File: config.mk
export PLATFORM = sky130hd
export DESIGN_NAME = jogo_memoria_param
export DESIGN_NICKNAME = d
export VERILOG_FILES = /design/src/rtl/jogo_memoria_pkg.sv /design/src/rtl/gerador_lfsr.sv /design/src/rtl/jogo_memoria_param.sv
export SDC_FILE = /design/constraint.sdc
export NUM_CORES = 1
export LEC_CHECK = 0
export CORE_MARGIN = 2
export CORE_UTILIZATION = 45
export CTS_CLUSTER_DIAMETER = 120
export DETAILED_ROUTE_END_ITERATION = 12
export HOLD_SLACK_MARGIN = 0.08
export PLACE_DENSITY_LB_ADDON = 0.3
export SLEW_MARGIN = 25
export SYNTH_ARGS = -nofsm -noshare
export SYNTH_HDL_FRONTEND = slang
export SYNTH_SLANG_ARGS = --single-unit
export TNS_END_PERCENT = 20
File: constraint.sdc
create_clock -name clock -period 3.55 [get_ports clock]
set_clock_uncertainty 0.1 [all_clocks]
set_input_delay 1.065 -clock clock [delete_from_list [all_inputs] [get_ports clock]]
set_output_delay 1.065 -clock clock [all_outputs]
set_load 0.02 [all_outputs]
File: src/rtl/jogo_memoria_pkg.sv
// Shared state codes, LFSR constants and default sizing for the sequence-memory game.
package jogo_memoria_pkg;

  localparam logic [3:0] EST_INICIAL  = 4'h0;
  localparam logic [3:0] EST_GERA     = 4'h1;
  localparam logic [3:0] EST_MOSTRA   = 4'h2;
  localparam logic [3:0] EST_PAUSA    = 4'h3;
  localparam logic [3:0] EST_ESPERA   = 4'h4;
  localparam logic [3:0] EST_REGISTRA = 4'h5;
  localparam logic [3:0] EST_COMPARA  = 4'h6;
  localparam logic [3:0] EST_PROXIMA  = 4'h7;
  localparam logic [3:0] EST_RODADA   = 4'h8;
  localparam logic [3:0] EST_GANHOU   = 4'h9;
  localparam logic [3:0] EST_PERDEU   = 4'hA;
  localparam logic [3:0] EST_TIMEOUT  = 4'hB;

  localparam int LFSR_W = 16;
  // Fibonacci taps 16,14,13,11 as bit positions 15,13,12,10
  localparam logic [LFSR_W-1:0] LFSR_TAPS          = 16'hB400;
  localparam logic [LFSR_W-1:0] LFSR_SEMENTE_RESET = 16'h0001;
  localparam logic [7:0]        LFSR_SEMENTE_LSB   = 8'h01;

  localparam int N_BOTOES_PADRAO       = 4;
  localparam int PROFUNDIDADE_PADRAO   = 16;
  localparam int LED_CICLOS_PADRAO     = 1000;
  localparam int TIMEOUT_CICLOS_PADRAO = 5000;

  function automatic logic [LFSR_W-1:0] lfsr_proximo(input logic [LFSR_W-1:0] v);
    return {v[LFSR_W-2:0], ^(v & LFSR_TAPS)};
  endfunction

endpackage

File: src/rtl/gerador_lfsr.sv
// 16-bit Fibonacci LFSR with synchronous load (priority) and step enable; exposes low SAIDA_W bits.
// One step per enabled cycle; no backpressure.
module gerador_lfsr
  import jogo_memoria_pkg::*;
#(
  parameter int SAIDA_W = 2
) (
  input  logic               clock,
  input  logic               reset,
  input  logic               carga,
  input  logic               habilita,
  input  logic [LFSR_W-1:0]  semente,
  output logic [SAIDA_W-1:0] valor
);

  logic [LFSR_W-1:0] registro;

  always_ff @(posedge clock or posedge reset) begin
    if (reset)
      registro <= LFSR_SEMENTE_RESET;
    else if (carga)
      registro <= semente;
    else if (habilita)
      registro <= lfsr_proximo(registro);
  end

  assign valor = registro[SAIDA_W-1:0];

endmodule

File: src/rtl/jogo_memoria_param.sv
// Parametrised sequence-memory game: LFSR-generated sequence, full or progressive rounds.
// Verdict 3 cycles after a press edge; optional play timeout under JOGO_MEMORIA_TIMEOUT_EN.
module jogo_memoria_param
  import jogo_memoria_pkg::*;
#(
  parameter int N_BOTOES       = N_BOTOES_PADRAO,
  parameter int PROFUNDIDADE   = PROFUNDIDADE_PADRAO,
  parameter int LED_CICLOS     = LED_CICLOS_PADRAO,
  parameter int TIMEOUT_CICLOS = TIMEOUT_CICLOS_PADRAO
) (
  input  logic                clock,
  input  logic                reset,
  input  logic                jogar,
  input  logic                modo,
  input  logic [7:0]          semente,
  input  logic [N_BOTOES-1:0] botoes,
  output logic [N_BOTOES-1:0] leds,
  output logic                ganhou,
  output logic                perdeu,
  output logic                pronto,
  output logic                timeout,
  output logic [3:0]          db_estado,
  output logic [4:0]          db_endereco,
  output logic [4:0]          db_rodada
);

  localparam int BW = $clog2(N_BOTOES);
  localparam int AW = $clog2(PROFUNDIDADE);
  localparam int LW = (LED_CICLOS > 1) ? $clog2(LED_CICLOS) : 1;

  localparam logic [AW-1:0]       ULT     = AW'(PROFUNDIDADE - 1);
  localparam logic [AW-1:0]       UM_A    = AW'(1);
  localparam logic [LW-1:0]       LED_FIM = LW'(LED_CICLOS - 1);
  localparam logic [LW-1:0]       UM_L    = LW'(1);
  localparam logic [N_BOTOES-1:0] UM_B    = N_BOTOES'(1);

  if (N_BOTOES < 2 || N_BOTOES > 8 || (N_BOTOES & (N_BOTOES - 1)) != 0 ||
      PROFUNDIDADE < 2 || PROFUNDIDADE > 32 || LED_CICLOS < 1 || TIMEOUT_CICLOS < 2)
  begin : g_param_invalido
    $error("jogo_memoria_param: parameter out of supported range");
  end

  logic [3:0]          estado;
  logic [AW-1:0]       endereco;
  logic [AW-1:0]       rodada;
  logic [LW-1:0]       cnt_led;
  logic                modo_reg;
  logic [N_BOTOES-1:0] captura;
  logic                botao_ant;
  logic                borda;
  logic [BW-1:0]       lfsr_valor;
  logic                lfsr_carga;
  logic [N_BOTOES-1:0] esperado;
  logic                final_ou_inicial;

  logic [BW-1:0] mem [PROFUNDIDADE];

  assign final_ou_inicial = (estado == EST_INICIAL) || (estado == EST_GANHOU) ||
                            (estado == EST_PERDEU)  || (estado == EST_TIMEOUT);
  assign lfsr_carga = final_ou_inicial && jogar;
  assign borda      = (|botoes) && !botao_ant;
  assign esperado   = UM_B << mem[endereco];

  gerador_lfsr #(.SAIDA_W(BW)) u_lfsr (
    .clock    (clock),
    .reset    (reset),
    .carga    (lfsr_carga),
    .habilita (estado == EST_GERA),
    .semente  ({semente, LFSR_SEMENTE_LSB}),
    .valor    (lfsr_valor)
  );

  // Sequence RAM has no reset: every start rewrites all entries during GERA.
  always_ff @(posedge clock) begin
    if (estado == EST_GERA)
      mem[endereco] <= lfsr_valor;
  end

`ifdef JOGO_MEMORIA_TIMEOUT_EN
  localparam int TW = $clog2(TIMEOUT_CICLOS);
  localparam logic [TW-1:0] TO_FIM = TW'(TIMEOUT_CICLOS - 1);
  localparam logic [TW-1:0] UM_T   = TW'(1);
  logic [TW-1:0] cnt_timeout;

  // Any exit from ESPERA (including an accepted play) restarts the count.
  always_ff @(posedge clock or posedge reset) begin
    if (reset)
      cnt_timeout <= '0;
    else if (estado != EST_ESPERA)
      cnt_timeout <= '0;
    else if (cnt_timeout != TO_FIM)
      cnt_timeout <= cnt_timeout + UM_T;
  end
`endif

  always_ff @(posedge clock or posedge reset) begin
    if (reset) begin
      estado    <= EST_INICIAL;
      endereco  <= '0;
      rodada    <= '0;
      cnt_led   <= '0;
      modo_reg  <= 1'b0;
      captura   <= '0;
      botao_ant <= 1'b0;
    end else begin
      botao_ant <= |botoes;
      case (estado)
        EST_INICIAL, EST_GANHOU, EST_PERDEU, EST_TIMEOUT: begin
          if (jogar) begin
            modo_reg <= modo;
            endereco <= '0;
            rodada   <= '0;
            cnt_led  <= '0;
            estado   <= EST_GERA;
          end
        end
        EST_GERA: begin
          if (endereco == ULT) begin
            endereco <= '0;
            rodada   <= modo_reg ? '0 : ULT;
            estado   <= EST_MOSTRA;
          end else begin
            endereco <= endereco + UM_A;
          end
        end
        EST_MOSTRA: begin
          if (cnt_led == LED_FIM) begin
            cnt_led <= '0;
            estado  <= EST_PAUSA;
          end else begin
            cnt_led <= cnt_led + UM_L;
          end
        end
        EST_PAUSA: begin
          if (cnt_led == LED_FIM) begin
            cnt_led <= '0;
            if (endereco < rodada) begin
              endereco <= endereco + UM_A;
              estado   <= EST_MOSTRA;
            end else begin
              endereco <= '0;
              estado   <= EST_ESPERA;
            end
          end else begin
            cnt_led <= cnt_led + UM_L;
          end
        end
        EST_ESPERA: begin
          // A press edge takes priority over an expiring timeout.
          if (borda) begin
            captura <= botoes;
            estado  <= EST_REGISTRA;
          end
`ifdef JOGO_MEMORIA_TIMEOUT_EN
          else if (cnt_timeout == TO_FIM) begin
            estado <= EST_TIMEOUT;
          end
`endif
        end
        EST_REGISTRA: estado <= EST_COMPARA;
        EST_COMPARA: begin
          if (captura != esperado)
            estado <= EST_PERDEU;
          else if (endereco < rodada)
            estado <= EST_PROXIMA;
          else if (rodada == ULT)
            estado <= EST_GANHOU;
          else
            estado <= EST_RODADA;
        end
        EST_PROXIMA: begin
          endereco <= endereco + UM_A;
          estado   <= EST_ESPERA;
        end
        EST_RODADA: begin
          rodada   <= rodada + UM_A;
          endereco <= '0;
          estado   <= EST_MOSTRA;
        end
        default: estado <= EST_INICIAL;
      endcase
    end
  end

  always_comb begin
    leds = '0;
    if (estado == EST_MOSTRA)
      leds = esperado;
    else if (estado == EST_ESPERA)
      leds = botoes;
  end

  assign ganhou      = (estado == EST_GANHOU);
  assign perdeu      = (estado == EST_PERDEU) || (estado == EST_TIMEOUT);
  assign pronto      = (estado == EST_GANHOU) || (estado == EST_PERDEU) || (estado == EST_TIMEOUT);
`ifdef JOGO_MEMORIA_TIMEOUT_EN
  assign timeout     = (estado == EST_TIMEOUT);
`else
  assign timeout     = 1'b0;
`endif
  assign db_estado   = estado;
  assign db_endereco = 5'(endereco);
  assign db_rodada   = 5'(rodada);

endmodule

Word level (Yosys, flattened, before mapping)
Memories as Yosys holds them, arrays and structs flattened. Cells that the tools add are included.

Bits in read-only memories: 0. Bits of input ports: 16. Register bits after elaboration: 44. Memories: 1. RAM bits: 32. Output and inout port bits: 22. Bits in latches: 0. Logic and storage cells: 85.

Bitwise operators: 0. Div/mod/pow operators: 0. Add/subtract/negate cells: 3. Muxes and demuxes: 27. Multipliers: 0. Reductions and logical operators: 24. Eq/ne operators: 20. Order comparisons: 1. Shift operators: 1.

Memory list: mem (words 16, width 2, read ports 1, clocked after Yosys merged registers in 0, wr ports 1, RTL line jogo_memoria_param.sv:56) `logic [BW-1:0] mem [PROFUNDIDADE];`.

Operators with widths (count): $mux 4 (15); $pmux 4 s9 (1); $mux 16 (2); $eq 4x4->1 const B (6); $mux 10 (2); $pmux 10 s2 (1); $pmux 4 s5 (1); $eq 4x3->1 const B (4); $reduce_xor 16->1 (1); $pmux 4 s3 (1); $add 10x1->10 const B (1); $eq 10x10->1 const B (1); $ne 2x2->1 const B (5); $add 4x1->4 const B (2); $eq 4x2->1 const B (2); $reduce_or 4->1 (2); $logic_or 1x1->1 (6); $reduce_and 2->1 (3); $reduce_and 3->1 (2); $reduce_and 5->1 (1); $reduce_bool 5->1 (1); $eq 4x1->1 const B (1); $logic_not 4->1 (1); $lt 4x4->1 (1); 9 further kinds (13).

Depth between registers and ports, before layout
Depth in word-level cells: 6. Mapped depth: 8. Depth with buffers taken out: 7.

Modules after synthesis
Synthesis repeated with hierarchy kept, for this count alone.

Cell total of the unflattened synthesis: 393. Area, all modules: 4152.7 sq um.

Modules (own cells, without submodules): jogo_memoria_param (sequential area each 1661.6 sq um, instances 1, cells each 317, area each 3352.0 sq um); gerador_lfsr (sequential area each 401.6 sq um, instances 1, cells each 76, area each 800.8 sq um).

Worst setup path after synthesis
No wires, ideal clock.

Path kind: register to output. Start point: register endereco[1]. End point: output leds[0]. Data required time: 2.385 ns. Arrival: 2.113 ns. Stages on the path, launching flop included: 9. Setup slack: 0.272 ns. Buffers on the path: 2. Cell sequence: dfrtp_1 buf_2 buf_2 mux4_1 nor2_1 o22ai_1 nor3_1 a21oi_1 nor2_1.

Longest elaborated chain between the ends: 3.

RTL lines: start, declared (RTL line jogo_memoria_param.sv:44) `logic [AW-1:0] endereco;`; start signal, assigned (RTL line jogo_memoria_param.sv:123) `endereco <= endereco + UM_A;`; start signal, assigned (RTL line jogo_memoria_param.sv:138) `endereco <= endereco + UM_A;`; start signal, assigned (RTL line jogo_memoria_param.sv:172) `endereco <= endereco + UM_A;`; $mem_v2 16x2; $shl 1x2->4 (RTL line jogo_memoria_param.sv:62) `assign esperado = UM_B << mem[endereco];`; $mux 4 (RTL line jogo_memoria_param.sv:187) `if (estado == EST_MOSTRA)`; end, declared (RTL line jogo_memoria_param.sv:17) `output logic [N_BOTOES-1:0] leds,`.

Every way passes these cells.

Worst setup path in the final report
Start point: register endereco[0]. End point: output leds[0].

The elaborated chain is that of the path after synthesis.

==> metrics.txt <==
met1 usage=25.2%; Min-Delay Startpoint=u_lfsr.registro[14]; cts hold-fix bufs=0; FF/Latch Area=0.00206 mm^2; vias in the first global route=3094; Syn Area/Cell=10.2 um^2; critical path data arrival time=2330 ps; DR pass1 iterations=4; Die Ht=100 um; clock buffer depth=2; routed vias/inst=5.76; Worst slew margin=32.0%; most flop-heavy register=mem; via count=3282; biggest regs=mem: 32 flops, u_lfsr.registro: 16 flops, cnt_led: 10 flops; IO Pins=38; RSZ-0062 raised after global routing=true; synthesized flop and latch total=76; PwrDens=841 mW/mm^2; Setup crit start=endereco[0]; R2R cell count=8; Cells after Synth=407; hold path cells=1; met2 Resource Use GR=30.8%; DR iter-0 viols=115; post-synthesis sequential area ratio=49.7%; layout cell share with drive strength beyond 1=14.2%; Initial Utilization=45.5%; fin crit share=98.5%; peak supply drop=0.350 mV; Worst setup SP type=flop; Hold EP=u_lfsr.registro[15]; CTS tree=built; max_cap viols=0; worst r2r dst=db_estado[3]; GP Congestion=0.863; global route overflow=0; CP endpoint kind=primary output; # rows=35; most common flop cell mapped by yosys=dfrtp_1; Final Slew Violations=0; Post-synth EDFFs=32; largest net degree at the start of global routing=45; IO buf count=34; Residual DRC=0; Num CTS Buffers=9; root buffer cell=clkbuf_8; clk slew on worst S/H paths=90 ps; GRT Util Overall=18.8%; worst slew pin tran=1010 ps; ANT nets after route=0; nets@finish=479; Ys Warns=0; setup ws final=52.0 ps; worst r2r src=endereco[0]; Setup Crit Path Kind=flop to primary output; Hold Path Class=flop to flop; clk sinks=76; Syn-to-layout area delta=19.3%; Setup WS pre-CTS=-48.5 ps; Final Instance Area=0.00495 mm^2; first-pass GRT wire length=15000 um; die width=100 um; Wirelength per Cell=15.9 um; synth unique cells=64; Max Fclk=0.286 GHz; Clk Latency, worst-skew pair=350 ps; Final TNS setup=0 ps; Mapped Area=0.00415 mm^2; met3 Track Usage GR=3.55%; full die area=0.0100 mm^2; initial antenna violation count=0; Critical Path Fanout Max=6; grt peak-use layer=met2; diode count=0; LEAKAGE=0.00192 uW; # fillers=801; max reg flops=32; Tmin final=3500 ps; ys async rst share=57.9%; Multi-input gate area=0.00194 mm^2; Critical Path RT=2380 ps; Final Setup Violations=0; final WL=9070 um; status=completed; final hold viol count=0; hpwl dp=6480 um; H-Tree Depth=3; core area=0.00911 mm^2; reg-to-reg setup timing slack=930 ps; DP Area=0.00471 mm^2
==> through the flow <==
stage	total power, uW	utilization [%]	hold WS, ps	cells
floorplan	2700	-	371	409
global placement	3320	51.7	382	552
detailed placement	3370	51.7	406	552
CTS	4120	54.2	421	569
global route	4470	54.3	431	570
finish	4160	54.3	425	570
==> worst max path at each step <==
stage,to,slack [ps],depth (start not counted)
4_1_cts,leds[0],-6,8
6_report,leds[0],50,8
3_5_place_dp,leds[1],-50,4
2_1_floorplan,leds[0],270,8
5_1_grt,leds[0],-110,8
3_3_place_gp,leds[0],-20,7
==> placed cells by master (no fill, tap or decap), drive strengths merged, types with 6 or more instances in the layout <==
cell type	Yosys	routed
xnor2	7	7
and3	7	7
a21oi	17	17
nand2	46	46
nor2b	7	7
edfxtp	32	32
nor3	14	14
dfrtp	43	43
buf	8	27
clkbuf	16	11
mux2i	14	14
nor2	35	35
ha	9	9
clkdlybuf4s50	0	30
inv	16	15
mux2	7	7
nand3	9	9
nand2b	6	6
o21ai	23	23
==> synthesized netlist by cell type, drive strengths merged (4+ instances only) <==
master	instances	area [um^2]
nand2	46	173
dfrtp	43	1080
nor2	35	131
edfxtp	32	961
o21ai	23	115
a21oi	17	85.1
clkbuf	16	60.1
inv	16	60.1
mux2i	14	140
nor3	14	70.1
ha	9	113
nand3	9	45.0
buf	8	47.6
and3	7	43.8
mux2	7	78.8
nor2b	7	43.8
xnor2	7	61.3
nand2b	6	37.5
o211ai	5	37.5
o31ai	5	37.5
a2111oi	4	35.0
a211oi	4	30.0
a22o	4	35.0
a22oi	4	30.0
and2	4	25.0
mux4	4	97.6
nor3b	4	35.0
o32ai	4	35.0
or2	4	27.5
==> power by group <==
group	switching (uW)	internal [uW]	total (uW)	leakage, uW
Sequential	257	1160	1410	0.000844
Combinational	1130	893	2020	0.000973
Clock	330	396	726	0.000102
==> worst max-delay path: stages, from the launching register on <==
cell and delay [ps]:
dfrtp_2 450, mux4_2 510, or2_4 240, a22o_1 250, buf_6 140, nor3_2 90
a21oi_1 60, nor2_1 110, buf_4 150
==> repair_timing <==
action,4_1_cts,5_1_grt
gates cloned,0,0
setup endpoints to repair,4,4
pin swaps,2,4
buffers inserted,1,1
resized for setup,15,11
==> kinds of logic after synthesis <==
kind of cell | Yosys count | synth area share, %
xor+xnor | 10 | 2.11
buf+inv | 40 | 4.04
compound gates | 99 | 16.5
flops | 76 | 49.7
other cells | 1 | 0.0904
mux | 25 | 7.63
fa+ha+maj | 9 | 2.71
simple gates | 147 | 17.2
==> routing by layer <==
layer / wire length (um) / up-vias / part of all wire [%]
met5: 0 / - / 0
li1: - / 1585 / -
met1: 4200 / 1607 / 46
met4: 85 / 0 / 0.94
met2: 4450 / 82 / 49
met3: 332 / 8 / 3.7
==> final cells by class <==
| class | instances | area share (%) |
|---|---|---|
| Tap cell | 111 | 2.81 |
| Multi-Input combinational cell | 293 | 39.3 |
| Clock inverter | 6 | 1.80 |
| Sequential cell | 76 | 41.7 |
| Inverter | 16 | 1.21 |
| Clock buffer | 10 | 2.58 |
| Timing Repair Buffer | 58 | 10.6 |
(Power assumes the default switching activity.)
